File: src/rtl/laser_fire_arbiter.sv
// rtl/laser_fire_arbiter.sv - round-robin shared laser emitter arbiter with shot length and cooldown
// Optional feature macro: LASER_ARB_RELEASE_ABORT_EN (owner releasing its button aborts the shot)
module laser_fire_arbiter #(
  parameter int N_REQ       = 4,
  parameter int FIRE_CYCLES = 50_000_000,
  parameter int COOL_CYCLES = 25_000_000
) (
  input  logic             clk,
  input  logic             rst,
  input  logic [N_REQ-1:0] req,
  output logic [N_REQ-1:0] grant,
  output logic             fire,
  output logic             busy
);

  localparam int CNT_MAX = (FIRE_CYCLES > COOL_CYCLES) ? FIRE_CYCLES : COOL_CYCLES;
  localparam int CW      = (CNT_MAX > 1) ? $clog2(CNT_MAX) : 1;
  localparam int PW      = (N_REQ > 1) ? $clog2(N_REQ) : 1;

  localparam logic [CW-1:0] FIRE_LAST = CW'(FIRE_CYCLES - 1);
  localparam logic [CW-1:0] COOL_LAST = CW'(COOL_CYCLES - 1);
  localparam logic [PW-1:0] PTR_LAST  = PW'(N_REQ - 1);

  typedef enum logic [1:0] {
    S_IDLE = 2'd0,
    S_FIRE = 2'd1,
    S_COOL = 2'd2
  } state_t;

  state_t           r_state, w_state_nxt;
  logic [CW-1:0]    r_cnt, w_cnt_nxt;
  logic [PW-1:0]    r_ptr, w_ptr_nxt;
  logic [N_REQ-1:0] r_grant, w_grant_nxt;
  logic             r_fire, w_fire_nxt;
  logic             r_busy, w_busy_nxt;

  logic [PW-1:0]    w_win;
  logic             w_found;
  logic [PW:0]      w_sum;
  logic             w_abort;

  // Scan upward from the pointer with wrap-around; sum stays below 2*N_REQ.
  always_comb begin
    w_win   = '0;
    w_found = 1'b0;
    w_sum   = '0;
    for (int i = 0; i < N_REQ; i++) begin
      w_sum = {1'b0, r_ptr} + (PW+1)'(i);
      if (w_sum >= (PW+1)'(N_REQ)) begin
        w_sum = w_sum - (PW+1)'(N_REQ);
      end
      if (!w_found && req[w_sum[PW-1:0]]) begin
        w_found = 1'b1;
        w_win   = w_sum[PW-1:0];
      end
    end
  end

`ifdef LASER_ARB_RELEASE_ABORT_EN
  assign w_abort = ((req & r_grant) == '0);
`else
  assign w_abort = 1'b0;
`endif

  always_comb begin
    w_state_nxt = r_state;
    w_cnt_nxt   = r_cnt;
    w_ptr_nxt   = r_ptr;
    w_grant_nxt = r_grant;
    w_fire_nxt  = r_fire;
    w_busy_nxt  = r_busy;
    case (r_state)
      S_IDLE: begin
        if (w_found) begin
          w_state_nxt = S_FIRE;
          w_cnt_nxt   = '0;
          w_grant_nxt = N_REQ'(1) << w_win;
          w_fire_nxt  = 1'b1;
          w_busy_nxt  = 1'b1;
          w_ptr_nxt   = (w_win == PTR_LAST) ? '0 : w_win + 1'b1;
        end
      end
      S_FIRE: begin
        w_cnt_nxt = r_cnt + 1'b1;
        if (r_cnt == FIRE_LAST || w_abort) begin
          w_state_nxt = S_COOL;
          w_cnt_nxt   = '0;
          w_grant_nxt = '0;
          w_fire_nxt  = 1'b0;
        end
      end
      S_COOL: begin
        w_cnt_nxt = r_cnt + 1'b1;
        if (r_cnt == COOL_LAST) begin
          w_state_nxt = S_IDLE;
          w_cnt_nxt   = '0;
          w_busy_nxt  = 1'b0;
        end
      end
      default: begin
        w_state_nxt = S_IDLE;
        w_cnt_nxt   = '0;
        w_grant_nxt = '0;
        w_fire_nxt  = 1'b0;
        w_busy_nxt  = 1'b0;
      end
    endcase
  end

  always_ff @(posedge clk or posedge rst) begin
    if (rst) begin
      r_state <= S_IDLE;
      r_cnt   <= '0;
      r_ptr   <= '0;
      r_grant <= '0;
      r_fire  <= 1'b0;
      r_busy  <= 1'b0;
    end else begin
      r_state <= w_state_nxt;
      r_cnt   <= w_cnt_nxt;
      r_ptr   <= w_ptr_nxt;
      r_grant <= w_grant_nxt;
      r_fire  <= w_fire_nxt;
      r_busy  <= w_busy_nxt;
    end
  end

  assign grant = r_grant;
  assign fire  = r_fire;
  assign busy  = r_busy;

endmodule

File: config.mk
export PLATFORM = sky130hd
export DESIGN_NAME = laser_fire_arbiter
export DESIGN_NICKNAME = d
export VERILOG_FILES = /design/src/rtl/laser_fire_arbiter.sv
export SDC_FILE = /design/constraint.sdc
export NUM_CORES = 1
export LEC_CHECK = 0
export CORE_MARGIN = 4
export CORE_UTILIZATION = 28
export DETAILED_ROUTE_END_ITERATION = 10
export MAX_ROUTING_LAYER = met4
export PLACE_DENSITY_LB_ADDON = 0.3
export SYNTH_ARGS = -nofsm -noshare
export SYNTH_HDL_FRONTEND = slang
export SYNTH_SLANG_ARGS = --single-unit
File: constraint.sdc
create_clock -name clk -period 2.5 [get_ports clk]
set_input_delay 0.625 -clock clk [delete_from_list [all_inputs] [get_ports clk]]
set_output_delay 0.625 -clock clk [all_outputs]
set_load 0.01 [all_outputs]
# After elaboration in Yosys (flattened, before gate mapping)
# Cells that the tools add are included.
[word_totals]
ff_bits = 36
in_bits = 6
output_inout_bits = 6
[op_classes]
n_addsub = 9
magnitude_cmp = 8
n_eq_ne = 8
n_shift = 1
n_mux = 37
bitwise = 2
reduce_logical = 11
[ops]
columns = ["cell", "n"]
rows = [
  ["$mux 26", 3],
  ["$pmux 26 s3", 1],
  ["$add 26x1->26 const B", 1],
  ["$eq 26x25->1 const B", 1],
  ["$eq 26x26->1 const B", 1],
  ["$mux 2", 12],
  ["$lt 2x3->1 const B", 4],
  ["$pmux 4 s3", 1],
  ["$mux 1", 11],
  ["$ge 3x3->1 const B", 3],
  ["$reduce_and 3->1", 3],
  ["$bmux 1 s2", 4],
  ["$mux 4", 2],
  ["$sub 2x1->2 const B", 4],
  ["$add 2x2->3 const B", 2],
  ["$ne 2x2->1 const B", 3],
  ["$pmux 1 s3", 2],
  ["$pmux 2 s3", 1],
  ["$eq 2x2->1 const B", 2],
  ["$shl 1x2->4 const A", 1],
  ["$add 2x1->3 const B", 1],
  ["$ge 2x3->1 const B", 1],
  ["$logic_and 1x1->1", 3],
  ["$logic_not 1->1", 3],
  ["5 further kinds", 6],
]

# Logic depth before layout (Yosys ltp)
# Gate-level depths: netlist of the first run.
[logic_depth]
depth_word = 17
depth_mapped = 9
mapped_depth_nobuf = 7

# Least setup slack after synthesis of the first run
# OpenSTA, ideal clock, no wires.
[synth_timing]
kind = "in2reg"
startpoint = "input port req[0]"
endpoint = "register r_cnt[19]"
t_arrival_ns = 1.979
setup_slack_ns = 0.390
cell_stages = 7
cell_sequence = "nor4_1 and2_1 clkbuf_1 clkbuf_1 nor4_1 o221ai_1 o21ai_0"
[synth_between]
elab_chain_cells = 13
word_cells_on_any_way = 19
[synth_lines]
columns = ["item", "line", "source"]
rows = [
  ["start, declared", "10", "input logic [N_REQ-1:0] req,"],
  ["$bmux 1 s2", "52", "if (!w_found && req[w_sum[PW-1:0]]) begin"],
  ["$mux 1 (implied by the code)", "52", ""],
  ["$mux 1", "52", ""],
  ["$logic_not 1->1", "52", ""],
  ["$logic_and 1x1->1", "52", ""],
  ["$mux 1", "52", ""],
  ["$logic_not 1->1", "52", ""],
  ["$logic_and 1x1->1", "52", ""],
  ["$mux 1", "52", ""],
  ["$logic_not 1->1", "52", ""],
  ["$logic_and 1x1->1", "52", ""],
  ["$mux 1 *", "52", ""],
  ["$ne 2x2->1 (no source line) *", "n/a", ""],
  ["end signal, assigned", "120", "r_cnt <= w_cnt_nxt;"],
  ["end, declared", "31", "logic [CW-1:0] r_cnt, w_cnt_nxt;"],
]
# Every way passes the cells marked *; elsewhere a longest branch is shown, timed or not. The select of a mux whose other input is x is not followed.
# A chain may end at the register's enable or synchronous reset.

# Final worst setup path of the first run
[layout_timing]
startpoint = "register r_cnt[0]"
endpoint = "register r_cnt[4]"
[layout_between]
elab_chain_cells = 3
word_cells_on_any_way = 6
[layout_lines]
columns = ["item", "line", "source"]
rows = [
  ["$add 26x1->26, or another cell as far along", "84, 93", ""],
  ["$mux 26, on equally long branches", "94, 85", ""],
  ["$pmux 26 s3 *", "72", "case (r_state)"],
]
# Every way passes the cells marked *; elsewhere a longest branch is shown, timed or not.

==> results.md, run 1 <==
* Finished Layout Cells at 367
* Flops & latches, synth at 36
* Core ar. at about 0.0077 mm^2
* Tcrit/Tclk final at between 90 and 100%
* PwrDens at 388 mW/mm^2
* # rows at 32
* Synth Instances at 239
* Crit path capture type: flip-flop
* Worst setup path start: r_cnt[0]$_DFFE_PP0P_
* Slowest stage delay, CP at 0.45 ns
* Post-DR vias/cell at between 5 and 6
* Worst Hold Class: reg -> reg
* Chip width at roughly 97 um
* Worst slew pin tran at 0.476 ns
* Mapped Avg Cell Area at 9.26 um^2
* Post-DP HPWL at 3900 um
* Clk Latency, worst-skew pair at 0.29 ns
* Pwr Total at 0.00103 W
* Hold buffers post-CTS at 0
* Initial Util at between 20% and 30%
* Slew Limit Fails at 0
* Maximum VDD drop at 0.180 mV
* Post-synth EDFFs at 0
* Post-route minimum period at 2.31 ns
* Worst hold start: fire$_DFFE_PP0P_
* Fin. Hold Viols at 0
* Total CTS buffers at 5
* Max Fanout on Critical Path at 18
* Vias at 1930
* P&R area growth vs syn at 19.6%
* First-pass GRT wire length at 9430 um
* DP Cell Count at 360
* # port buffers at 11
* Worst endpoint data arrival time at 2.46 ns
* CP startpoint kind: flip-flop
* Netlist Area Pre-Place at 0.00221 mm^2
* Kind of critical path: reg -> reg
* Hold path cells at 1
* Drt first-iter violations at around 180
* Total gr overflow at 0
* Library cells used by synthesis at 49
* Routed wire length at ~5500 um
* Fillers at between 800 and 900
* CTS sink cnt at 36
* Largest net degree at the start of global routing at 37
* Final setup vio count at 0
* Vias in the first global route at 1869
* Sequential area share after synthesis at 40.7%
* Setup_tns at 0 ns
* Post-synth net total at 253
* CP Cell Sequence: ha_1 > and3_1 > nand3_1 > o31a_1 > o21ai_4 > o21ai_0
* Highest clock rate at 0.433 GHz
* Total GRT Usage at 12.3%
* Antenna violations before repair at 0
* Slowest stage cell, crit path: o21ai_4
* Leakage dissipation at 1.03 nW
* Warnings from Yosys at 0
* Top FF cell, synth: dfrtp_1
* Most common library cells after synthesis: dfrtp_1 (36), nand2_1 (28), a21oi_1 (17), xnor2_1 (11), nand3_1 (10)
* FF-to-FF path depth at 6
* Ratio of cells with drive above 1 in the final layout at 12.8%
* Status: complete, no violations
* Drt wl/cell at 14.9 um
* Die ar. at around 0.0094 mm^2
* DRC at 0
* Cell at the root of the clock tree: clkbuf_8
* Post-CTS setup buffer count at 0
* I/O Pins at 12
* Unrepaired setup endpoints after global routing: false
* Data required time of the worst path at between 2 and 3 ns
* Clk_skew at 0.00741 ns
* Area contributors post-synth: dfrtp_1 (41%), nand2_1 (4.7%), ha_1 (4.5%)
* Most common cell in the netlist: dfrtp_1
* Family with the most delay on the worst path: compound AO/OA/AOI/OAI gates
* Antenna diodes at 0
* Clock tree buffer depth at 2
* Post-synth top area share at approximately two fifths
* Vert. Die Dim at 96.9 um
* TritonCTS clock tree: built
* Routability cong. at 0.812
* WP buf/inv at 0
* Fraction of registers with async set/reset at 100%
* First drt pass iteration count at 4
* Largest area contributor in the netlist: dfrtp_1
* Maxcap violations at 0
* H-tree depth at 2
* Reg2reg start: r_cnt[0]$_DFFE_PP0P_
* Clock-pin slew on the worst setup and hold paths at 0.08 ns
* Final Util at 34.4%
* Critical path depth in cells at 6
* Slew HR at about 70%
* Fin nets at 279
* Routed Antenna Nets at 0
* CTS-repair resized insts at 0
## area by class of cell
type / count / area (um^2) / share of cell area [%]
clock inverters: 1 / 5.00 / 0.189
clock buffers: 6 / 72.6 / 2.74
multi-input cells: 180 / 1220 / 46.1
inverters: 9 / 33.8 / 1.28
flip-flops and latches: 36 / 901 / 34.0
repair buffers: 33 / 288 / 10.9
well taps: 102 / 128 / 4.82
## sequential cells by signal (all words and copies together) (netlist names)
| name | cells |
|---|---|
| grant | 4 |
| busy | 1 |
| r_cnt | 26 |
| r_state | 2 |
| fire | 1 |
| r_ptr | 2 |
## logic make-up (layout without fill, tap and decap cells)
kind of cell               count (synthesis)  count (layout)  synth area share [%]
muxes                                      3               3                  1.41
buffers and inverters                     23              49                  4.24
and+or+nand+nor                           96              96                  24.6
xor gates and xnor gates                  12              12                  4.75
DFF                                       36              36                  40.7
AOI/OAI and AO/OA                         61              61                  19.7
adders and majority gates                  8               8                  4.52
## where the power goes
group / total (W) / switching, W / leakage (nW) / internal, W
clock: 0.000403 / 0.000213 / 0.0410 / 0.000190
combinational: 0.0000426 / 0.0000241 / 0.583 / 0.0000185
sequential: 0.000582 / 0 / 0.405 / 0.000582
## cells in the final DEF, fill, tap and decap left out, drive strengths merged, types with 3 or more instances in the layout
cell and instances:
dfrtp 36, nand2 28, buf 22, a21oi 17, xnor2 11, clkdlybuf4s50 11
nand3 10, nor4 9, inv 9, nor3 9, o21ai 9, ha 8
nand4 7, or4 6, o2111ai 6, nor2 6, clkbuf 6, nor4b 5
o31a 4, a22o 4, o311ai 4, and3 3, o221ai 3, o211ai 3
or3 3
## routing by layer
| layer | share of wire, % | vias to the layer above | wire (um) | global-route usage, % |
|---|---|---|---|---|
| met4 | 0.53 | 0 | 29 | 2.92 |
| met5 | 0 | - | 0 | - |
| met3 | 4.1 | 2 | 224 | 3.03 |
| met2 | 45 | 35 | 2490 | 17.6 |
| li1 | - | 961 | - | - |
| met1 | 50 | 932 | 2730 | 17.6 |
## final timing paths
path,end,slack [ns]
max,r_cnt[4]$_DFFE_PP0P_,0.19
min,fire$_DFFE_PP0P_,0.49
max reg2reg,r_cnt[4]$_DFFE_PP0P_,0.19
min reg2reg,fire$_DFFE_PP0P_,0.49
max in group asynchronous,r_cnt[15]$_DFFE_PP0P_,1.41
min in group asynchronous,fire$_DFFE_PP0P_,0.74
## per-stage QoR
stage                     setup slack, ns  instance area (um^2)  hold slack [ns]
after floorplan                     0.390                  2210            0.490
after global placement            -0.0139                  2570            0.468
after detailed placement         -0.00908                  2570            0.474
after CTS                           0.154                  2650            0.491
after global routing              0.00374                  2650            0.505
final                               0.191                  2650            0.487
Note: power is estimated with default switching activity, not from simulation.
==> run 2, diff against run 1 <==
--- a/config.mk
+++ b/config.mk
@@ -5,6 +5,7 @@
 export SDC_FILE = /design/constraint.sdc
 export NUM_CORES = 1
 export LEC_CHECK = 0
+export ABC_CLOCK_PERIOD_IN_PS = 2200
 export CORE_MARGIN = 4
 export CORE_UTILIZATION = 28
 export DETAILED_ROUTE_END_ITERATION = 10
==> constraint.sdc (replaced) <==
create_clock -name clk -period 2.2 [get_ports clk]
set_input_delay 0.55 -clock clk [delete_from_list [all_inputs] [get_ports clk]]
set_output_delay 0.55 -clock clk [all_outputs]
set_load 0.01 [all_outputs]
==> run 2 against run 1 <==
Against the previous run: combinational power rose by 21%; first-iteration DRC count is 38% lower; sequential share of layout area is 2.7 points lower; non-clock buffer count grew 25; design area up 8.7%; cell count rose by 7.1%; count of clock-buffer cells in the layout increased by 2; utilization increased by 3.0 points; die area unchanged; sequential cell count unchanged.
==> results.md, run 2 (same netlist as run 1, synthesis figures left out) <==
* Slowest stage cell, crit path: or4b_2
* CTS sink cnt at 36 (unchanged)
* FF-to-FF path depth at 7 (+1)
* Placed Instance Area at 0.00276 mm^2 (+7.5%)
* Post-route minimum period at about 2.1 ns
* Kind of critical path: in -> reg
* Max FFs per register at 26 (unchanged)
* Post-DR vias/cell at 5.16 (-1.8%)
* I/O Pins at 12 (unchanged)
* Antenna diodes at 0 (unchanged)
* Worst Hold Class: reg -> reg
* Clock network power share at 41.1% (+1.9 points)
* Fin nets at 304 (+9.0%)
* Slew HR at 68.0% (-0.17 points)
* Fin. Hold Viols at 0 (unchanged)
* Flop2flop setup slack at 0.11 ns (-0.08 ns)
* WP buf/inv at 2 (+2)
* Drt wl/cell at 14.3 um (-4.2%)
* Reg with most FFs: r_cnt
* First-pass GRT wire length at 9570 um (+1.5%)
* Ratio of cells with drive above 1 in the final layout at 20.6% (+7.8 points)
* Most frequent cells in the layout: buf_4 (45), dfrtp_1 (36), nand2_1 (28)
* DRC at 0 (unchanged)
* Hold path cells at 1 (unchanged)
* Vias at 2029 (+5.1%)
* Hold buffers post-CTS at 0 (unchanged)
* Routed wire length at 5610 um (+2.6%)
* Worst hold start: fire$_DFFE_PP0P_
* Initial Util at 28.8% (unchanged)
* Net Sw Power at 0.000270 W (+14%)
* Tcrit/Tclk final at 95.8%
* # port buffers at 11 (unchanged)
* Multi-input gate area at 0.00123 mm^2 (+1.0%)
* Vert. Die Dim at 96.9 um (unchanged)
* Routability cong. at 0.863 (+6.2%)
* Vias in the first global route at 1967 (+5.2%)
* Met2 Use GR at 18.4% (+0.80 points)
* DP Cell Count at 384 (+6.7%)
* Sw frac at 22.3% (-0.77 points)
* Max Fanout on Critical Path at 23 (+5)
* Worst endpoint data arrival time at 2.33 ns (-0.13 ns)
* Drt first-iter violations at 114 (-38%)
* Met3 usage at 2.88% (-0.14 points)
* Logic pwr share at 4.3% (+0.2 points)
* Largest net degree at the start of global routing at 37 (unchanged)
* CP Cell Sequence: clkdlybuf4s50_1 > nor4_2 > and2_1 > buf_12 > or4b_2 > o21ai_0
* Family with the most delay on the worst path: simple AND/OR/NAND/NOR gates
* # rows at 32 (unchanged)
* Die ar. at 0.00939 mm^2 (unchanged)
* Worst slew pin tran at 0.480 ns (+0.00441 ns)
* Final setup vio count at 0 (unchanged)
* R2R Path End: r_cnt[22]$_DFFE_PP0P_
* Antenna violations before repair at 0 (unchanged)
* Clock-pin slew on the worst setup and hold paths at 0.07 ns (about the same)
* Routed Antenna Nets at 0 (unchanged)
* First drt pass iteration count at 4 (unchanged)
* Slowest stage delay, CP at 0.62 ns (+0.17 ns)
* CP startpoint kind: primary input
* TritonCTS clock tree: built
* Data required time of the worst path at 2.42 ns (-0.23 ns)
* Grt met1 use at 17.2% (-0.41 points)
* Unrepaired setup endpoints after global routing: false
* Total gr overflow at 0 (unchanged)
* Sequential Area at 901 um^2 (unchanged)
* Internal at 0.000940 W (+19%)
* Post-DP HPWL at 4010 um (+2.9%)
* Cell at the root of the clock tree: clkbuf_8
* Core ar. at 0.00769 mm^2 (unchanged)
* Clock tree buffer depth at 2 (unchanged)
* P&R area growth vs syn at 30.0%
* H-tree depth at 2 (unchanged)
* Maxcap violations at 0 (unchanged)
* WHS Endpoint: fire$_DFFE_PP0P_
* Slew Limit Fails at 0 (unchanged)
* Chip width at 96.9 um (unchanged)
* Clk_skew at 0.00543 ns (-0.00198 ns)
* Share of power burned in registers at 54.7% (-1.9 points)
* Status: complete, no violations
* PwrDens at 421 mW/mm^2 (+8.3%)
* Finished Layout Cells at 393 (+7.1%)
* Reg2reg start: r_cnt[0]$_DFFE_PP0P_
* Finished Cell Area at 0.00288 mm^2 (+8.7%)
* Most common cell after layout, fill and taps aside: buf_4
* GR peak layer: met2
* Highest clock rate at 0.474 GHz
* Crit path capture type: flip-flop
* Total GRT Usage at 12.7% (+0.38 points)
* Maximum VDD drop at 0.246 mV (+36%)
* Fillers at 784 (-3.1%)
* Leakage dissipation at 1.17 nW (+14%)
* Total CTS buffers at 5 (unchanged)
* Clk Latency, worst-skew pair at 0.30 ns (about the same)
[run 2: worst max path at each step]
stage          slack, ns  cells after the start                  from               endpoint
3_3_place_gp       -0.23                      5                req[0]   r_ptr[1]$_DFFE_PP0P_
4_1_cts             0.02                      6  r_cnt[0]$_DFFE_PP0P_  r_cnt[22]$_DFFE_PP0P_
5_1_grt             0.01                      7  r_cnt[0]$_DFFE_PP0P_  r_cnt[22]$_DFFE_PP0P_
2_1_floorplan       0.11                      7  r_cnt[0]$_DFFE_PP0P_   grant[0]$_DFFE_PP0P_
6_report            0.09                      6                req[2]   r_cnt[6]$_DFFE_PP0P_
3_5_place_dp       -0.26                      6                req[0]   r_cnt[6]$_DFFE_PP0P_
[run 2: per-layer routing]
layer	routed length [um]	part of all wire [%]
met1	2870	51
met5	0	0
met3	237	4.2
met2	2370	42
met4	128	2.3
[run 2: repair_timing]
action	in CTS	in global routing
setup buffers	0	1
gates resized for setup	0	5
setup endpoints to repair	0	17
[run 2: final cells by class]
class	count	share of cell area (%)
clock buffer	8	3.13
inverter	9	1.17
multi-input combinational	180	42.8
sequential	36	31.3
tap	102	4.44
timing repair buffer	58	17.1
[run 2: through the flow]
stage	total power, W	util [%]	setup WS [ns]	TNS, ns	hold slack, ns
finish	0.00121	37.4	0.0915	0	0.489
global route	0.00127	37.4	0.0135	0	0.513
CTS	0.00123	37.1	0.0248	0	0.493
detailed placement	0.000727	35.9	-0.257	-4.68	0.477
global placement	0.000727	35.9	-0.226	-4.16	0.466
floorplan	0.000697	-	0.112	0	0.490
[run 2: power by group through the flow]
stage          clock, W  sequential, W  combinational [W]
2_1_floorplan         0       0.000674          0.0000226
3_3_place_gp          0       0.000674          0.0000530
3_5_place_dp          0       0.000674          0.0000528
4_1_cts        0.000516       0.000661          0.0000534
5_1_grt        0.000551       0.000661          0.0000596
6_report       0.000497       0.000661          0.0000516
==> run 3, diff against run 2 <==
--- a/config.mk
+++ b/config.mk
@@ -6,8 +6,8 @@
 export NUM_CORES = 1
 export LEC_CHECK = 0
 export ABC_CLOCK_PERIOD_IN_PS = 2200
-export CORE_MARGIN = 4
-export CORE_UTILIZATION = 28
+export CORE_MARGIN = 2
+export CORE_UTILIZATION = 59
 export DETAILED_ROUTE_END_ITERATION = 10
 export MAX_ROUTING_LAYER = met4
 export PLACE_DENSITY_LB_ADDON = 0.3
==> run 3 against run 2 <==
Against the previous run: die area down 55%; wire length grew 0.96%; sequential share of layout area grew 1.3 points; maximum frequency fell by 0.69%; critical path depth is the same; largest power group unchanged.
==> results.md, run 3 (same netlist as run 1, synthesis figures left out) <==
* Most common cell after layout, fill and taps aside: buf_4
* Max FFs per register at 26 (unchanged)
* Chip width at 65.3 um (-33%)
* P&R area growth vs syn at 24.9%
* Max Fanout on Critical Path at 6 (-74%)
* Slowest stage cell, crit path: dfrtp_1
* Fillers at 263 (-66%)
* Routability cong. at 0.891 (+3.2%)
* Slew HR at 69.2% (+1.3 points)
* Met3 usage at 5.99% (+3.1 points)
* Worst hold start: fire$_DFFE_PP0P_
* # port buffers at 11 (unchanged)
* Core ar. at 0.00363 mm^2 (-53%)
* Antenna diodes at 0 (unchanged)
* Hold buffers post-CTS at 0 (unchanged)
* Final setup vio count at 0 (unchanged)
* Kind of critical path: reg -> reg
* Antenna violations before repair at 0 (unchanged)
* Post-DP HPWL at 3870 um (-3.5%)
* Reg with most FFs: r_cnt
* Drt first-iter violations at 139 (+22%)
* Largest net degree at the start of global routing at 37 (unchanged)
* Reg2reg start: r_cnt[11]$_DFFE_PP0P_
* Worst setup path start: r_cnt[11]$_DFFE_PP0P_
* Clock tree buffer depth at 2 (unchanged)
* Slowest stage delay, CP at 0.45 ns (-0.17 ns)
* Data required time of the worst path at 2.38 ns (-0.04 ns)
* Total GRT Usage at 29.7% (+17 points)
* I/O Pins at 12 (unchanged)
* Clk_skew at 0.00674 ns (+0.00131 ns)
* Setup WS pre-CTS at -0.229 ns (+0.0280 ns)
* Initial Util at 60.9% (+32 points)
* Routed wire length at 5670 um (+0.96%)
* CTS sink cnt at 36 (unchanged)
* Fin. Hold Viols at 0 (unchanged)
* Routed Antenna Nets at 0 (unchanged)
* Cell at the root of the clock tree: clkbuf_8
* Die ar. at 0.00426 mm^2 (-55%)
* Setup ws final at 0.0768 ns (-0.0147 ns)
* Vias in the first global route at 2039 (+3.7%)
* Slew Limit Fails at 0 (unchanged)
* Clk Latency, worst-skew pair at 0.29 ns (about the same)
* Crit path capture type: flip-flop
* Vert. Die Dim at 65.3 um (-33%)
* Tcrit/Tclk final at 96.5% (+0.67 points)
* TritonCTS clock tree: built
* Vias at 2141 (+5.5%)
* Leakage dissipation at 1.14 nW (-2.5%)
* Worst slew pin tran at 0.462 ns (-0.0189 ns)
* Total CTS buffers at 5 (unchanged)
* Grt met1 use at 37.4% (+20 points)
* Unrepaired setup endpoints after global routing: true
* Worst Hold Class: reg -> reg
* Maxcap violations at 0 (unchanged)
* CP Cell Sequence: nor4b_1 > nand4b_1 > o31a_1 > buf_4 > or3_4 > a22o_1
* H-tree depth at 2 (unchanged)
* # rows at 22 (-31%)
* PwrDens at 489 mW/mm^2 (+16%)
* Post-route minimum period at 2.12 ns (+0.0147 ns)
* Setup_tns at 0 ns (unchanged)
* Post-DR vias/cell at 6.47 (+25%)
* GR peak layer: met2
* Highest clock rate at 0.471 GHz (-0.69%)
* First-pass GRT wire length at 9560 um (about the same)
* Family with the most delay on the worst path: simple AND/OR/NAND/NOR gates
* Maximum VDD drop at 0.603 mV (+150%)
* First drt pass iteration count at 5 (+1)
* WP buf/inv at 1 (-1)
* Most frequent cells in the layout: buf_4 (39), dfrtp_1 (36), nand2_1 (28)
* Fin nets at 296 (-2.6%)
* Status: complete, no violations
* Clock-pin slew on the worst setup and hold paths at 0.07 ns (about the same)
* DRC at 0 (unchanged)
* Total gr overflow at 0 (unchanged)
* Ratio of cells with drive above 1 in the final layout at 20.1% (-0.48 points)
* Drt wl/cell at 17.1 um (+20%)
* Worst endpoint data arrival time at 2.31 ns (-0.02 ns)
* Met2 Use GR at 49.2% (+31 points)
* CP startpoint kind: flip-flop
[run 3: per-layer routing]
metal | part of all wire, % | wire, um
met3 | 6.5 | 369
met2 | 50 | 2850
met4 | 1.4 | 78
met5 | 0 | 0
met1 | 42 | 2370
[run 3: what timing repair did]
item                       CTS  global route
buffers inserted             0             3
resized for setup            1             5
setup endpoints to repair    1            31
pin swaps                    0             3
[run 3: worst paths after layout]
check	endpoint	slack [ns]	cells past startpoint
hold reg to reg	fire$_DFFE_PP0P_	0.48	1
setup reg to reg	grant[0]$_DFFE_PP0P_	0.08	6
min in group asynchronous	r_cnt[5]$_DFFE_PP0P_	0.66	3
setup / recovery	grant[0]$_DFFE_PP0P_	0.08	6
hold / removal	fire$_DFFE_PP0P_	0.48	1
max in group asynchronous	r_cnt[23]$_DFFE_PP0P_	1.21	3
[run 3: where the power goes]
group / switching (W) / total (W) / internal [W]
Sequential: 0 / 0.000661 / 0.000661
Combinational: 0.0000292 / 0.0000536 / 0.0000245
Clock: 0.000237 / 0.000637 / 0.000400
Total: 0.000267 / 0.00135 / 0.00109
[run 3: per-stage QoR]
stage,area (um^2),util [%],hold slack (ns),instances,total power [W]
2_1_floorplan,2210,-,0.490,239,0.000697
3_3_place_gp,2590,71.4,0.465,320,0.000725
3_5_place_dp,2590,71.4,0.467,320,0.000727
4_1_cts,2730,75.0,0.483,328,0.00136
5_1_grt,2770,76.1,0.505,331,0.00140
6_report,2770,76.1,0.481,331,0.00135
[run 3: layout make-up]
cell class / instances / area (um^2) / area share (%)
well taps: 48 / 60.1 / 2.17
multi-input cells: 180 / 1240 / 44.8
inverters: 9 / 33.8 / 1.22
clock inverters: 1 / 30.0 / 1.09
repair buffers: 50 / 405 / 14.7
flip-flops and latches: 36 / 901 / 32.6
clock buffers: 7 / 96.3 / 3.48
[run 3: worst reg2reg max path, cell delays in order, from the launching register on]
cell	delay, ns
dfrtp_1	0.45
nor4b_1	0.31
nand4b_1	0.18
o31a_1	0.38
buf_4	0.16
or3_4	0.35
a22o_1	0.19
==> variant 1 (settings of run 2) <==
Build with the macro `LASER_ARB_RELEASE_ABORT_EN` defined.
--- a/src/rtl/laser_fire_arbiter.sv
+++ b/src/rtl/laser_fire_arbiter.sv
@@ -1,5 +1,7 @@
 // rtl/laser_fire_arbiter.sv - round-robin shared laser emitter arbiter with shot length and cooldown
 // Optional feature macro: LASER_ARB_RELEASE_ABORT_EN (owner releasing its button aborts the shot)
+`define LASER_ARB_RELEASE_ABORT_EN
+
 module laser_fire_arbiter #(
   parameter int N_REQ       = 4,
   parameter int FIRE_CYCLES = 50_000_000,
Behaviour: not the same (a bounded check fails within 4 cycles, from zero or initial values and one cycle with rst high).
==> variant 1 against run 2 <==
Setup slack gained 75 ps. Final area decreased by 0.87%. Sequential cell count is the same. Synthesized area shrank 0.40%. Routed wire length hardly changed. Hold slack better by 12 ps.
Power is not compared: it rests on default switching activity, and its combinational part moved more than twofold at a synthesized area within 25%.
==> variant 1: results (changes against run 2) <==
[yosys]
synthAdderAreaFrac_pct = 4.54  ; +0.018 points
synthesis.nets = 261  ; +3.2%
synth-compound-area-share_pct = 20.4  ; +0.70 points
yosysSeqAreaShare_pct = 40.9  ; +0.16 points
synth_area_per_cell_um2 = 8.93  ; -3.6%
synth_area_leaders = dfrtp_1, nand2_1, xnor2_1, a21oi_1, ha_1
synth.distinct_cells = 46  ; -6.1%
synthMuxAreaShare_pct = 0.908  ; -0.51 points
synth_warnings = 0  ; unchanged
async_reset_ff_share_pct = 100  ; unchanged
synth_xor_area_share_pct = 5.96  ; +1.2 points
synth_commonest_cells = dfrtp_1, nand2_1, a21oi_1

[critical_path]
r2r_setup_slack_ps = 170  ; +60 ps
cp_slowest_cell = or4b_1
regToRegEndpoint = r_cnt[10]
reg2reg_depth = 6  ; -1
critPathMaxFanout = 7  ; -70%
cp.arrival_ps = 2190  ; -140 ps
max_stage_delay_ps = 570  ; -50 ps
regToRegStartpoint = r_cnt[6]

[run_status]
outcome = finished clean

[route]
dr.pass1.iters = 4  ; unchanged
viasPerCell = 5.06  ; -1.9%
drtIter0Drc = 126  ; +11%
finalWirelength_mm = 5.61  ; about the same
vias = 2005  ; -1.2%

[placement]
gp_congestion = 0.828  ; -4.0%
dp_worst_setup_slack_ps = -465  ; -208 ps
dpl.hpwl_mm = 4.05  ; +0.91%
dp_cells = 382  ; -0.52%
port_buffers = 11  ; unchanged
place_area_um2 = 2640  ; -4.4%

[global_route]
grt_usage_pct = 12.8  ; +0.065 points
grt_pass1_vias = 1895  ; -3.7%
grt_use_met1_pct = 16.9  ; -0.32 points
grtUsageMet3_pct = 2.31  ; -0.58 points
global_route.usage.met2_pct = 20.4  ; +2.0 points
grt_pass1_wl_mm = 9.73  ; +1.7%

[cts]
ctsLongestPathBuffers = 2  ; unchanged
clkLatencyLatePin_ps = 280  ; -20 ps
post_cts_resized = 7  ; +7
cts_sinks = 36  ; unchanged
cts_setup_buffers = 0  ; unchanged

[worst_hold_path]
min_from = busy
min_to = busy

[final_layout]
clkCellAreaFrac_pct = 3.16  ; +0.027 points
nonClkBufAreaFrac_pct = 15.1  ; -2.0 points
fill_cells = 796  ; +1.5%
multiInputGateArea_um2 = 1240  ; +0.81%
layout-drive-gt1-share_pct = 21.1  ; +0.47 points
fin_nets = 307  ; +0.99%
final_area_um2 = 2850  ; -0.87%
nMultiInputCombCells = 183  ; +1.7%
layout.non_clock_inverters = 16  ; +7
n_all_buffers = 51  ; -12%

[sta]
hold_ws_ps = 501  ; +12.0 ps
skew_ps = 10.0  ; +4.57 ps
max-slew-margin-rel_pct = 67.4  ; -0.59 points

variant 1: cell types whose count changed after synthesis, sizes merged, moves of 5 or more:
| cell | delta |
|---|---|
| o211ai | +11 |
| inv | +7 |
| nor3 | +5 |
| o2111ai | -5 |
variant 1: where the power goes:
group          switching, mW  total (mW)  internal [mW]
clock network          0.238       0.494          0.256
registers             0.0921       0.850          0.758
logic                  0.574        1.06          0.489
variant 1: routing by layer:
layer	share of wire (%)	wire, µm
met1	48	2710
met2	48	2690
met3	3.0	168
met4	0.82	46
met5	0	0
variant 1: worst max path at each step:
stage               start         to  slack, ps  depth (start not counted)
3_5_place_dp       req[0]   r_cnt[4]       -460                          9
4_1_cts            req[0]   grant[1]        0.8                          8
3_3_place_gp       req[0]   r_cnt[4]       -480                          9
5_1_grt          r_cnt[6]  r_cnt[10]         30                          6
6_report         r_cnt[6]  r_cnt[10]        170                          6
2_1_floorplan  r_state[0]  r_cnt[25]        110                          8
==> variant 2 (config.mk and constraints of run 2) <==
Without the edit above. Make the reset (`rst`) synchronous in one clocked block.
--- a/src/rtl/laser_fire_arbiter.sv
+++ b/src/rtl/laser_fire_arbiter.sv
@@ -107,7 +107,7 @@
     endcase
   end
 
-  always_ff @(posedge clk or posedge rst) begin
+  always_ff @(posedge clk) begin
     if (rst) begin
       r_state <= S_IDLE;
       r_cnt   <= '0;
Check against the original RTL: differs if rst is asserted again (counterexample within 4 cycles, from zero or initial values and one cycle with rst high); with rst held inactive, the same outputs for 10 cycles.
==> variant 2 against run 2 <==
Utilization increased by 0.68 points. Count of clock-buffer cells in the layout fell by 3. Routed wire length decreased by 20%. Sequential cell count unchanged. Synthesized area shrank 12%. Final area shrank 10%. Setup slack gained 110 ps. Critical endpoint is now r_cnt[8].
Power is not compared: it rests on default switching activity, and its combinational part moved more than twofold at a synthesized area within 25%.
==> variant 2: results (changes against run 2) <==
[run_status]
outcome = finished clean

[yosys]
synth-compound-area-share_pct = 17.4  ; -2.3 points
async_reset_ff_share_pct = 0  ; -100 points
synth_area_leaders = dfxtp_1, nor2_1, ha_1, xor2_1, xnor2_1
yosysSeqAreaShare_pct = 36.9  ; -3.8 points
synthAdderAreaFrac_pct = 5.12  ; +0.60 points
synthesis.nets = 240  ; -5.1%
synth_xor_area_share_pct = 7.62  ; +2.9 points
synth_commonest_cells = dfxtp_1, nor2_1, nand2_1
synthMuxAreaShare_pct = 0.512  ; -0.90 points
yosys.area.top_type = dfxtp_1
synth_warnings = 0  ; unchanged
synth.distinct_cells = 54  ; +10%

[worst_hold_path]
hold_path_class = register to register
min_path_cells = 1  ; unchanged
min_from = fire
min_to = fire

[placement]
gp_congestion = 0.796  ; -7.7%
place_area_um2 = 2420  ; -12%
dp_worst_setup_slack_ps = -346  ; -89.7 ps
dpl.hpwl_mm = 3.36  ; -16%
port_buffers = 11  ; unchanged

[final_layout]
fill_cells = 706  ; -9.9%
antenna_cells = 0  ; unchanged
regMostFlops = r_cnt
layout-drive-gt1-share_pct = 21.7  ; +1.0 points
fin_nets = 290  ; -4.6%
largest_reg_flops = 26  ; unchanged

[cts]
clkLatencyLatePin_ps = 300  ; about the same
h-tree-depth = 2  ; unchanged
clk_pin_slew_ps = 80
root_buffer = clkbuf_8
cts-buffers-inserted = 5  ; unchanged
ctsLongestPathBuffers = 2  ; unchanged

[critical_path]
max_stage_delay_ps = 420  ; -200 ps
regToRegStartpoint = r_cnt[7]
reg2reg_depth = 7  ; unchanged
critPathMaxFanout = 8  ; -65%
regToRegEndpoint = r_cnt[8]
cp.arrival_ps = 2190  ; -140 ps
r2r_setup_slack_ps = 200  ; +90 ps
cp_slowest_cell = o41ai_4

[route]
dr.pass1.iters = 4  ; unchanged
drtIter0Drc = 63  ; -45%
viasPerCell = 4.69  ; -9.2%
finalWirelength_mm = 4.50  ; -20%

[global_route]
grt_usage_pct = 11.7  ; -0.98 points
grt_max_degree = 18  ; -51%
antenna_found_initial = 0  ; unchanged
grt_pass1_vias = 1697  ; -14%
grt_pass1_wl_mm = 7.67  ; -20%

[sta]
max-slew-margin-rel_pct = 72.2  ; +4.3 points
hold_ws_ps = 469  ; -19.9 ps
setup-tns-final_ps = 0  ; unchanged
skew_ps = 9.65  ; +4.22 ps

[pwr]
p_leak_nw = 0.957
irDropWorstVdd_v = 0.000209

-- variant 2: final cells by class --
class,instances,area [µm²],share of cell area [%]
inverters,11,41.3,1.59
clock inverters,3,42.5,1.64
clock buffers,5,68.8,2.66
repair buffers,48,414,16.0
multi-input cells,174,1180,45.6
flip-flops and latches,36,721,27.8
well taps,96,120,4.64
-- variant 2: worst max-delay path, delay by kind of cell, from the launching register on --
kind	cells	cell delay (ps)
flops	1	370
simple gates	2	530
buf+inv	1	200
compound gates	4	800
-- variant 2: stage by stage --
step | power [mW] | cells
2_1_floorplan | 0.871 | 226
3_3_place_gp | 1.00 | 364
3_5_place_dp | 1.01 | 364
4_1_cts | 1.60 | 372
5_1_grt | 1.67 | 373
6_report | 1.59 | 373
-- variant 2: layer usage --
layer	GRT usage [%]	share of wire (%)
met1	14.6	48
met2	17.7	46
met3	2.98	3.7
met4	5.65	2.2
met5	-	0
-- variant 2: timing repair --
item	CTS	global route
setup endpoints to repair	1	28
resized for setup	1	8
pin swaps	2	3
buffers inserted	0	1
cloned	0	0
endpoints found under the hold margin	0	0
-- variant 2: worst max path at each step --
stage / start / endpoint / slack, ps / depth (start not counted)
final: r_cnt[7] / r_cnt[8] / 200 / 7
after global routing: r_cnt[7] / r_cnt[8] / 50 / 7
after CTS: req[0] / r_cnt[14] / 1 / 8
after detailed placement: req[0] / r_cnt[25] / -350 / 8
after global placement: req[0] / r_cnt[25] / -330 / 8
after floorplan: req[0] / grant[0] / 200 / 4
-- variant 2: report_power, final --
part | internal, mW | total [mW] | switching (mW)
logic | 0.154 | 0.291 | 0.137
registers | 0.682 | 0.707 | 0.0251
clock network | 0.335 | 0.593 | 0.258
total | 1.17 | 1.59 | 0.420
